`config.mk`:
```
export PLATFORM = sky130hd
export DESIGN_NAME = mcycle_unit
export DESIGN_NICKNAME = d
export VERILOG_FILES = /design/src/rtl/mcycle_pkg.sv /design/src/rtl/mcycle_negate.sv /design/src/rtl/mcycle_unit.sv
export SDC_FILE = /design/constraint.sdc
export NUM_CORES = 1
export LEC_CHECK = 0
export CELL_PAD_IN_SITES_DETAIL_PLACEMENT = 0
export CELL_PAD_IN_SITES_GLOBAL_PLACEMENT = 1
export CORE_ASPECT_RATIO = 1.75
export CORE_MARGIN = 3
export CORE_UTILIZATION = 40
export CTS_BUF_LIST = sky130_fd_sc_hd__clkbuf_2
export DETAILED_ROUTE_END_ITERATION = 10
export GPL_ROUTABILITY_DRIVEN = 1
export HOLD_SLACK_MARGIN = 0.15
export PLACE_DENSITY_LB_ADDON = 0.1
export SKIP_LAST_GASP = 1
export SLEW_MARGIN = 20
export SYNTH_ARGS = -nofsm -noshare
export SYNTH_HDL_FRONTEND = slang
export SYNTH_SLANG_ARGS = --single-unit
```
`constraint.sdc`:
```
create_clock -name CLK -period 5.7 [get_ports CLK]
set_input_delay 1.14 -clock CLK [delete_from_list [all_inputs] [get_ports CLK]]
set_output_delay 1.14 -clock CLK [all_outputs]
set_load 0.01 [all_outputs]
```
`src/rtl/mcycle_pkg.sv`:
```
// Shared definitions for the multi-cycle multiply/divide unit: operation codes,
// FSM states, default width and operation-decode helpers.
package mcycle_pkg;

  localparam int DEFAULT_WIDTH = 32;

  typedef enum logic [1:0] {
    OP_SMUL = 2'b00,
    OP_UMUL = 2'b01,
    OP_SDIV = 2'b10,
    OP_UDIV = 2'b11
  } mcycle_op_e;

  typedef enum logic [1:0] {
    S_IDLE    = 2'b00,
    S_COMPUTE = 2'b01,
    S_DONE    = 2'b10
  } mcycle_state_e;

  function automatic logic op_is_div(input logic [1:0] op);
    return (op == OP_SDIV) || (op == OP_UDIV);
  endfunction

  function automatic logic op_is_signed(input logic [1:0] op);
    return (op == OP_SMUL) || (op == OP_SDIV);
  endfunction

endpackage

```
`src/rtl/mcycle_negate.sv`:
```
// Conditional two's-complement: passes a_i through, or negates it when en_i is set.
module mcycle_negate #(
  parameter int W = 32
) (
  input  logic         en_i,
  input  logic [W-1:0] a_i,
  output logic [W-1:0] y_o
);

  assign y_o = en_i ? (~a_i + W'(1)) : a_i;

endmodule

```
`src/rtl/mcycle_unit.sv`:
```
// Iterative multiply/divide unit: one shift-add or restoring-subtract step per
// cycle on operand magnitudes, sign correction folded into the last step.
module mcycle_unit
  import mcycle_pkg::*;
#(
  parameter int WIDTH = DEFAULT_WIDTH
) (
  input  logic             CLK,
  input  logic             RESET,
  input  logic             Start,
  input  logic [1:0]       MCycleOp,
  input  logic [WIDTH-1:0] Operand1,
  input  logic [WIDTH-1:0] Operand2,
  output logic [WIDTH-1:0] Result1,
  output logic [WIDTH-1:0] Result2,
  output logic             Busy,
  output logic             Done
);

  localparam int CW = (WIDTH > 1) ? $clog2(WIDTH) : 1;
  localparam logic [CW-1:0] LAST = CW'(WIDTH - 1);

  mcycle_state_e    state_q, state_d;
  logic [CW-1:0]    cnt_q, cnt_d;
  logic [1:0]       op_q, op_d;
  logic [WIDTH-1:0] m_q, m_d, hi_q, hi_d, lo_q, lo_d;
  logic             negq_q, negq_d, negr_q, negr_d, dz_q, dz_d;
  logic [WIDTH-1:0] res1_q, res1_d, res2_q, res2_d;
  logic             done_q;
  logic             busy_s;

  logic             in_div_s, in_sgn_s, op1_neg_s, op2_neg_s;
  logic [WIDTH-1:0] op1_mag_s, op2_mag_s;
  logic [WIDTH:0]   sum_s, rsh_s, trial_s;
  logic [WIDTH-1:0] hi_n_s, lo_n_s, quot_s, rem_s;
  logic [2*WIDTH-1:0] prod_s;

  assign in_div_s  = op_is_div(MCycleOp);
  assign in_sgn_s  = op_is_signed(MCycleOp);
  assign op1_neg_s = in_sgn_s & Operand1[WIDTH-1];
  assign op2_neg_s = in_sgn_s & Operand2[WIDTH-1];

  mcycle_negate #(.W(WIDTH)) u_neg_op1 (.en_i(op1_neg_s), .a_i(Operand1), .y_o(op1_mag_s));
  mcycle_negate #(.W(WIDTH)) u_neg_op2 (.en_i(op2_neg_s), .a_i(Operand2), .y_o(op2_mag_s));

  // One iteration: hi:lo is the partial product, or remainder:quotient for divide.
  always_comb begin
    sum_s   = {1'b0, hi_q} + (lo_q[0] ? {1'b0, m_q} : {(WIDTH+1){1'b0}});
    rsh_s   = {hi_q, lo_q[WIDTH-1]};
    trial_s = rsh_s - {1'b0, m_q};
    if (!op_is_div(op_q)) begin
      hi_n_s = sum_s[WIDTH:1];
      lo_n_s = {sum_s[0], lo_q[WIDTH-1:1]};
    end else if (!trial_s[WIDTH]) begin
      hi_n_s = trial_s[WIDTH-1:0];
      lo_n_s = {lo_q[WIDTH-2:0], 1'b1};
    end else begin
      hi_n_s = rsh_s[WIDTH-1:0];
      lo_n_s = {lo_q[WIDTH-2:0], 1'b0};
    end
  end

  mcycle_negate #(.W(2*WIDTH)) u_neg_prod (.en_i(negq_q), .a_i({hi_n_s, lo_n_s}), .y_o(prod_s));
  mcycle_negate #(.W(WIDTH))   u_neg_quot (.en_i(negq_q), .a_i(lo_n_s), .y_o(quot_s));
  mcycle_negate #(.W(WIDTH))   u_neg_rem  (.en_i(negr_q), .a_i(hi_n_s), .y_o(rem_s));

  // Next-state, operand capture and result write-back.
  always_comb begin
    state_d = state_q;
    cnt_d   = cnt_q;
    op_d    = op_q;
    m_d     = m_q;
    hi_d    = hi_q;
    lo_d    = lo_q;
    negq_d  = negq_q;
    negr_d  = negr_q;
    dz_d    = dz_q;
    res1_d  = res1_q;
    res2_d  = res2_q;
    busy_s  = 1'b0;
    case (state_q)
      S_IDLE, S_DONE: begin
        if (Start) begin
          busy_s  = 1'b1;
          state_d = S_COMPUTE;
          cnt_d   = '0;
          op_d    = MCycleOp;
          m_d     = in_div_s ? op2_mag_s : op1_mag_s;
          lo_d    = in_div_s ? op1_mag_s : op2_mag_s;
          hi_d    = '0;
          negq_d  = op1_neg_s ^ op2_neg_s;
          negr_d  = in_div_s & op1_neg_s;
          dz_d    = in_div_s & (Operand2 == '0);
        end else begin
          state_d = S_IDLE;
        end
      end
      S_COMPUTE: begin
        busy_s = 1'b1;
        cnt_d  = cnt_q + CW'(1);
        hi_d   = hi_n_s;
        lo_d   = lo_n_s;
        if (cnt_q == LAST) begin
          state_d = S_DONE;
          if (op_is_div(op_q)) begin
            res1_d = dz_q ? {WIDTH{1'b1}} : quot_s;
            res2_d = rem_s;
          end else begin
            res1_d = prod_s[WIDTH-1:0];
            res2_d = prod_s[2*WIDTH-1:WIDTH];
          end
        end else begin
          state_d = S_COMPUTE;
        end
      end
      default: state_d = S_IDLE;
    endcase
  end

  // State and datapath registers; reset aborts any operation in flight.
  always_ff @(posedge CLK) begin
    if (RESET) begin
      state_q <= S_IDLE;
      cnt_q   <= '0;
      op_q    <= 2'b00;
      m_q     <= '0;
      hi_q    <= '0;
      lo_q    <= '0;
      negq_q  <= 1'b0;
      negr_q  <= 1'b0;
      dz_q    <= 1'b0;
      res1_q  <= '0;
      res2_q  <= '0;
      done_q  <= 1'b0;
    end else begin
      state_q <= state_d;
      cnt_q   <= cnt_d;
      op_q    <= op_d;
      m_q     <= m_d;
      hi_q    <= hi_d;
      lo_q    <= lo_d;
      negq_q  <= negq_d;
      negr_q  <= negr_d;
      dz_q    <= dz_d;
      res1_q  <= res1_d;
      res2_q  <= res2_d;
      done_q  <= (state_d == S_DONE);
    end
  end

  assign Busy    = busy_s & ~RESET;
  assign Done    = done_q;
  assign Result1 = res1_q;
  assign Result2 = res2_q;

endmodule

```
; Word-level counts from Yosys, hierarchy flattened
; Cells that the tools add are included.
[word_totals]
mem_count = 0
elab_cells = 78
register_bits = 173
ramBits = 0
mem_bits_ro = 0
output_inout_bits = 66
latchBits = 0
input_bits = 69
[op_classes]
order_cmp = 0
n_eq_ne = 9
mul = 0
n_addsub = 8
bitwise = 12
reduce_logical = 11
n_div = 0
mux = 26
n_shift = 0
[op_table]
columns = operator, n
row1 = two-way mux 32 bit, 15
row2 = "adder 32 x 1 -> 32 bit, second input constant", 4
row3 = inverter 32 bit, 4
row4 = case mux 32 bit (2 select lines), 2
row5 = "adder 64 x 1 -> 64 bit, second input constant", 1
row6 = two-way mux 64 bit, 1
row7 = inverter 64 bit, 1
row8 = adder 32 x 32 -> 33 bit, 1
row9 = subtractor 33 x 32 -> 33 bit, 1
row10 = logical NOT 32 bit, 1
row11 = "equality test 2 bit, second input constant", 6
row12 = case mux 5 bit (2 select lines), 1
row13 = AND reduction 2 bit, 3
row14 = "adder 5 x 1 -> 5 bit, second input constant", 1
row15 = AND 1 bit, 5
row16 = "equality test 5 bit, second input constant", 1
row17 = two-way mux 5 bit, 1
row18 = logical NOT 2 bit, 2
row19 = case mux 2 bit (2 select lines), 1
row20 = logical OR 1 bit, 3
row21 = two-way mux 1 bit, 3
row22 = "equality test 2 x 1 -> 1 bit, second input constant", 1
row23 = two-way mux 2 bit, 1
row24 = "inequality test 2 bit, second input constant", 1
row25 = 5 further kinds, 5

; Logic depth before layout (Yosys ltp)
[depth]
ltp_word = 8
ltp_mapped = 23
depth_no_buf = 22

; Modules after synthesis
; Synthesis repeated with hierarchy kept, for this count alone.
[unflattened]
cells_unflattened = 2090
area_unflattened_um2 = 16824.9
[modules_own_cells]
columns = module, n_inst, seq_area_each_um2, area_each_um2, cells_each
row1 = mcycle_unit, 1, 3443.3, 12067.8, 1488
row2 = mcycle_negate at u_neg_op1 ..., 4, 0.0, 777.0, 99
row3 = mcycle_negate at u_neg_prod, 1, 0.0, 1649.1, 206

; Least setup slack after synthesis
; No wires, ideal clock.
[synth_path]
path_kind = register to register
startpoint = reg lo_q[31]
endpoint = reg res2_q[2], in the netlist Result2[2]
path_slack_ps = 1340
required_ps = 5614
path_stages_with_launch = 23
period_less_slack_ps = 4360
arrival_time_ps = 4274
path_buffers = 1
setup_ps = 86
path_cell_list = dfxtp_1 -> inv_1 -> ha_1 -> inv_1 -> fa_1 -> a211oi_2 -> nor3_2 -> o21ai_2 -> a2111o_1 -> nand3_2 -> buf_6 -> a31o_2 -> inv_1 -> ha_1 -> o21ai_0 -> nand2b_1 -> or2_2 -> nand2b_1 -> or3_1 -> nand2_1 -> o21ai_0 -> xnor2_1 -> a211oi_1
[synth_via]
elab_chain_len = 7
elab_cells_between_ends = 12
cone_classes = 3 x add/sub / 7 x mux / 2 x bitwise
[synth_rtl]
columns = element, line
row1 = start: declaration, mcycle_unit.sv:26  ; logic [WIDTH-1:0] m_q, m_d, hi_q, hi_d, lo_q, lo_d;
row2 = start signal: assignment, mcycle_unit.sv:141  ; lo_q <= lo_d;
row3 = subtractor 33 x 32 -> 33 bit, mcycle_unit.sv:50  ; trial_s = rsh_s - {1'b0, m_q};
row4 = two-way mux 1 bit or two-way mux 32 bit (tied branches), mcycle_unit.sv:54  ; end else if (!trial_s[WIDTH]) begin
row5 = two-way mux 32 bit, mcycle_unit.sv:51  ; if (!op_is_div(op_q)) begin
row6 = inverter 64 bit or inverter 32 bit (tied branches), mcycle_negate.sv:10  ; assign y_o = en_i ? (~a_i + W'(1)) : a_i;
row7 = adder 64 x 1 -> 64 bit or adder 32 x 1 -> 32 bit (tied branches), mcycle_negate.sv:10
row8 = two-way mux 64 bit or two-way mux 32 bit (tied branches), mcycle_negate.sv:10
row9 = two-way mux 32 bit *, mcycle_unit.sv:105  ; if (op_is_div(op_q)) begin
row10 = end signal: assignment, mcycle_unit.sv:146  ; res2_q <= res2_d;
row11 = end: declaration, mcycle_unit.sv:28  ; logic [WIDTH-1:0] res1_q, res1_d, res2_q, res2_d;
; Mark *: on every way between the ends. The rest lies on a longest branch, timed or not.
; A chain may end at the register's enable or synchronous reset.

; Worst setup path after layout
; Same ends and word-level chain as after synthesis.

==> summary.md <==
| Metric | Value |
|---|---|
| Crit-path max FO | 9 |
| Final Core Density | 0.470 |
| First DRT Iteration DRCs | between 1,000 and 1,500 |
| Total I/O pin count | 135 |
| F_max | between 150 and 200 MHz |
| Max Cap Viol | 0 |
| Post-synthesis sequential area ratio | 0.222 |
| CP startpoint kind | flop |
| CTS max path bufs | 2 |
| Clock skew | 0.0781 ns |
| Synth top area share | 0.222 |
| Die width | 155 um |
| Clock root buffer | clkbuf_2 |
| Routed Wire Length | 66,700 um |
| Die Ht | 267 um |
| PwrDens | 197 nW/um^2 |
| EDFF count, synth | 0 |
| Clock sinks | 172 |
| Internal Pwr Total | 1.94 mW |
| Placement row count | 94 |
| Final net count | 2,335 |
| Clock Pin Slew Worst Setup and Hold Paths | 0.33 ns |
| DRC | 0 |
| Fraction of layout cells with a size suffix above 1 | 0.101 |
| Area Overhead vs Synth | 15.1% |
| Critical R2R Launch | lo_q[31] |
| RSZ-0062 raised after global routing | no |
| Ranking of synthesized cells by area | dfxtp_1 22%, a21oi_1 6.2%, nor2_1 5.7% |
| Final std cells w/o fill | ~2,700 |
| Routed vias/inst | approximately 6 |
| # setup viols final | 0 |
| Antenna violations before repair | 3 |
| Starting Density | 0.409 |
| Cell taking the most area after synthesis | dfxtp_1 |
| Worst Reg-to-Reg Cells | 21 |
| Kind of end point of the critical path | flop |
| GP Congestion | 1.00 |
| Clk_lat worst skew | approximately 0.94 ns |
| #FFs+latches synth | ~170 |
| Outcome | finished clean |
| H-tree Lvls | 4 |
| Part of the power in combinational logic | 0.403 |
| Mapped Area | approximately 16,000 sq um |
| Post-DP HPWL | 52,800 um |
| CTS buffer count | 17 |
| Net Count, Synth | ~2,200 |
| Endpoints failing hold | 0 |
| Fin crit share | 0.905 |
| Synth Warn # | 0 |
| Reg2reg end | Result2[2] |
| Clock share of power | 0.223 |
| Core area | ~38,000 sq um |
| Seq pwr share | 0.374 |
| Hold Path End | Result2[1] |
| Worst Tran Pin Value | 1.07 ns |
| Port buffer count | 134 |
| Vias in the first global route | about 16,000 |
| Cell count after placement | 2,655 |
| Setup TNS Final | 0 ns |
| First-pass GRT wire length | 100,000 um |
| Final min period | 5.16 ns |
| Hold path depth | 2 |
| Mean area per synthesized cell | 7.42 sq um |
| Total GRT Usage | 0.316 |
| Total gr overflow | 0 |
| Synth Flop Type | dfxtp_1 |
| Async SR Flop Fraction | 0 |
| Cells after Synth | 2,091 |
| Largest net degree at the start of global routing | 80 |
| Setup Buffers After CTS | 0 |
| Lkg Pwr | 6.76 nW |
| R2R Setup Slk | 0.54 ns |
| Detailed Routing Iterations Pass 1 | 5 |
| Die ar. | 41,300 sq um |
| DR WL/cell | 24.8 um |
| Yosys cell types | 100 |
| P_sw | around 1.6 mW |
| Sw Ratio | 0.450 |
| Min-delay worst type | reg2reg |
| Routed Antenna Nets | 0 |
| Slew Viols, Final | 0 |
| CP Class | reg2reg |
| Max VDD drop | 0.000145 V |
| Hold path startpoint | Result2[1] |
| Relative slew slack | 0.285 |
| CTS tree | yes |
| Vias after detailed routing | 16,500 |
| Post-CTS Hold Buffers | 0 |
| Data arrival, critical path | 6.03 ns |
| CP required | 6.57 ns |
-- Yosys cell counts, types with 29 or more instances --
master / n
nand3_1: 33
xor2_1: 72
nor2_1: 236
a22oi_1: 40
dfxtp_1: 172
clkbuf_1: 102
a211oi_1: 56
nor3_1: 49
a21o_1: 30
nand4_1: 29
and2_1: 47
inv_1: 59
xnor2_1: 80
o21ai_0: 114
ha_1: 70
nand2_1: 185
o211ai_1: 42
a21oi_1: 192
-- repair_timing --
| item | in CTS | in global routing |
|---|---|---|
| gates resized for setup | 0 | 1 |
| endpoints found under the hold margin | 0 | 0 |
| setup endpoints to repair | 0 | 1 |
-- per-stage QoR --
step	setup slack [ns]	total power, mW	hold slack [ns]	instance area, sq um
2_1_floorplan	1.34	2.23	0.440	15500
3_3_place_gp	0.610	2.73	0.445	17600
3_5_place_dp	0.542	2.73	0.448	17600
4_1_cts	0.474	3.52	0.474	17900
5_1_grt	0.103	3.68	0.501	17900
6_report	0.541	3.52	0.470	17900
-- registers in the layout (all words and copies together) (netlist names) --
signal and cells:
lo_q 32, hi_q 32, Done 1, negq_q 1
state_q 2, Result1 32, cnt_q 5, m_q 32
negr_q 1, Result2 32, op_q 1, dz_q 1
-- routing by layer --
metal / up-vias / part of all wire / track usage
met3: 182 / 0.042 / 0.0378
met5: - / 0.00016 / 0
met4: 2 / 0.079 / 0.218
met2: 541 / 0.53 / 0.595
li1: 7902 / - / -
met1: 7919 / 0.35 / 0.319
-- cell type report --
class / instances / area [sq um]
Fill cell: 3928 / 20100
Multi-Input combinational cell: 1722 / 11300
Sequential cell: 172 / 3450
Timing Repair Buffer: 221 / 2000
Tap cell: 480 / 601
Inverter: 60 / 225
Clock inverter: 15 / 206
Clock buffer: 17 / 85.1
Antenna cell: 3 / 7.51
-- worst max path at each step --
stage | start | to | slack (ns)
CTS | lo_q[31] | Result2[26] | 0.47
global placement | m_q[20] | Result2[26] | 0.61
finish | lo_q[31] | Result2[2] | 0.54
detailed placement | lo_q[31] | Result2[26] | 0.54
global route | lo_q[31] | Result2[2] | 0.10
floorplan | lo_q[31] | Result2[2] | 1.34
-- power by group through the flow --
stage	clock network, mW	logic (mW)	registers, mW
finish	0.785	1.42	1.32
global route	0.833	1.53	1.32
CTS	0.800	1.40	1.31
detailed placement	0	1.40	1.33
global placement	0	1.40	1.33
floorplan	0	0.927	1.30
-- kinds of logic (layout without fill, tap and decap cells) --
family	count (synthesis)	in the layout	synth area share
AND/OR/NAND/NOR	738	738	0.235
other	0	3	0
buffers and inverters	197	313	0.0526
adder cells (fa/ha/maj)	72	72	0.0590
flip-flops	172	172	0.222
multiplexers	43	43	0.0295
XOR/XNOR	152	152	0.0858
AO/OA/AOI/OAI	717	717	0.316
-- critical path, cell delays in order, from the launching register on --
cell	delay, ns
dfxtp_1	0.42
inv_1	0.08
ha_1	0.17
inv_1	0.06
fa_1	0.44
a211oi_2	0.30
nor3_2	0.09
o21ai_2	0.26
a2111o_1	0.28
nand3_2	0.22
a31o_2	0.38
inv_1	0.14
ha_1	0.17
o21ai_0	0.23
nand2b_1	0.24
or2_2	0.34
nand2b_1	0.23
or3_1	0.38
nand2_1	0.18
o21ai_0	0.14
xnor2_1	0.15
a211oi_1	0.22
-- placed cells by master, fill, tap and decap left out, types with 18 or more instances in the layout --
master and instances:
o31ai_1 25, buf_4 87, a22oi_1 40, a31oi_1 23
dfxtp_1 171, nand2b_1 18, mux2_2 22, a21o_1 30
ha_1 70, o21a_1 24, and2_1 46, xor2_1 72
nor3_1 49, nor4_1 23, nand4_1 29, a211oi_1 56
nand2_1 185, inv_1 59, mux2i_1 21, o21ai_0 114
nand3_1 33, o211ai_1 42, clkdlybuf4s50_1 132, a21oi_1 191
xnor2_1 80, nor2_1 235
Power figures use the tool's default switching activity.
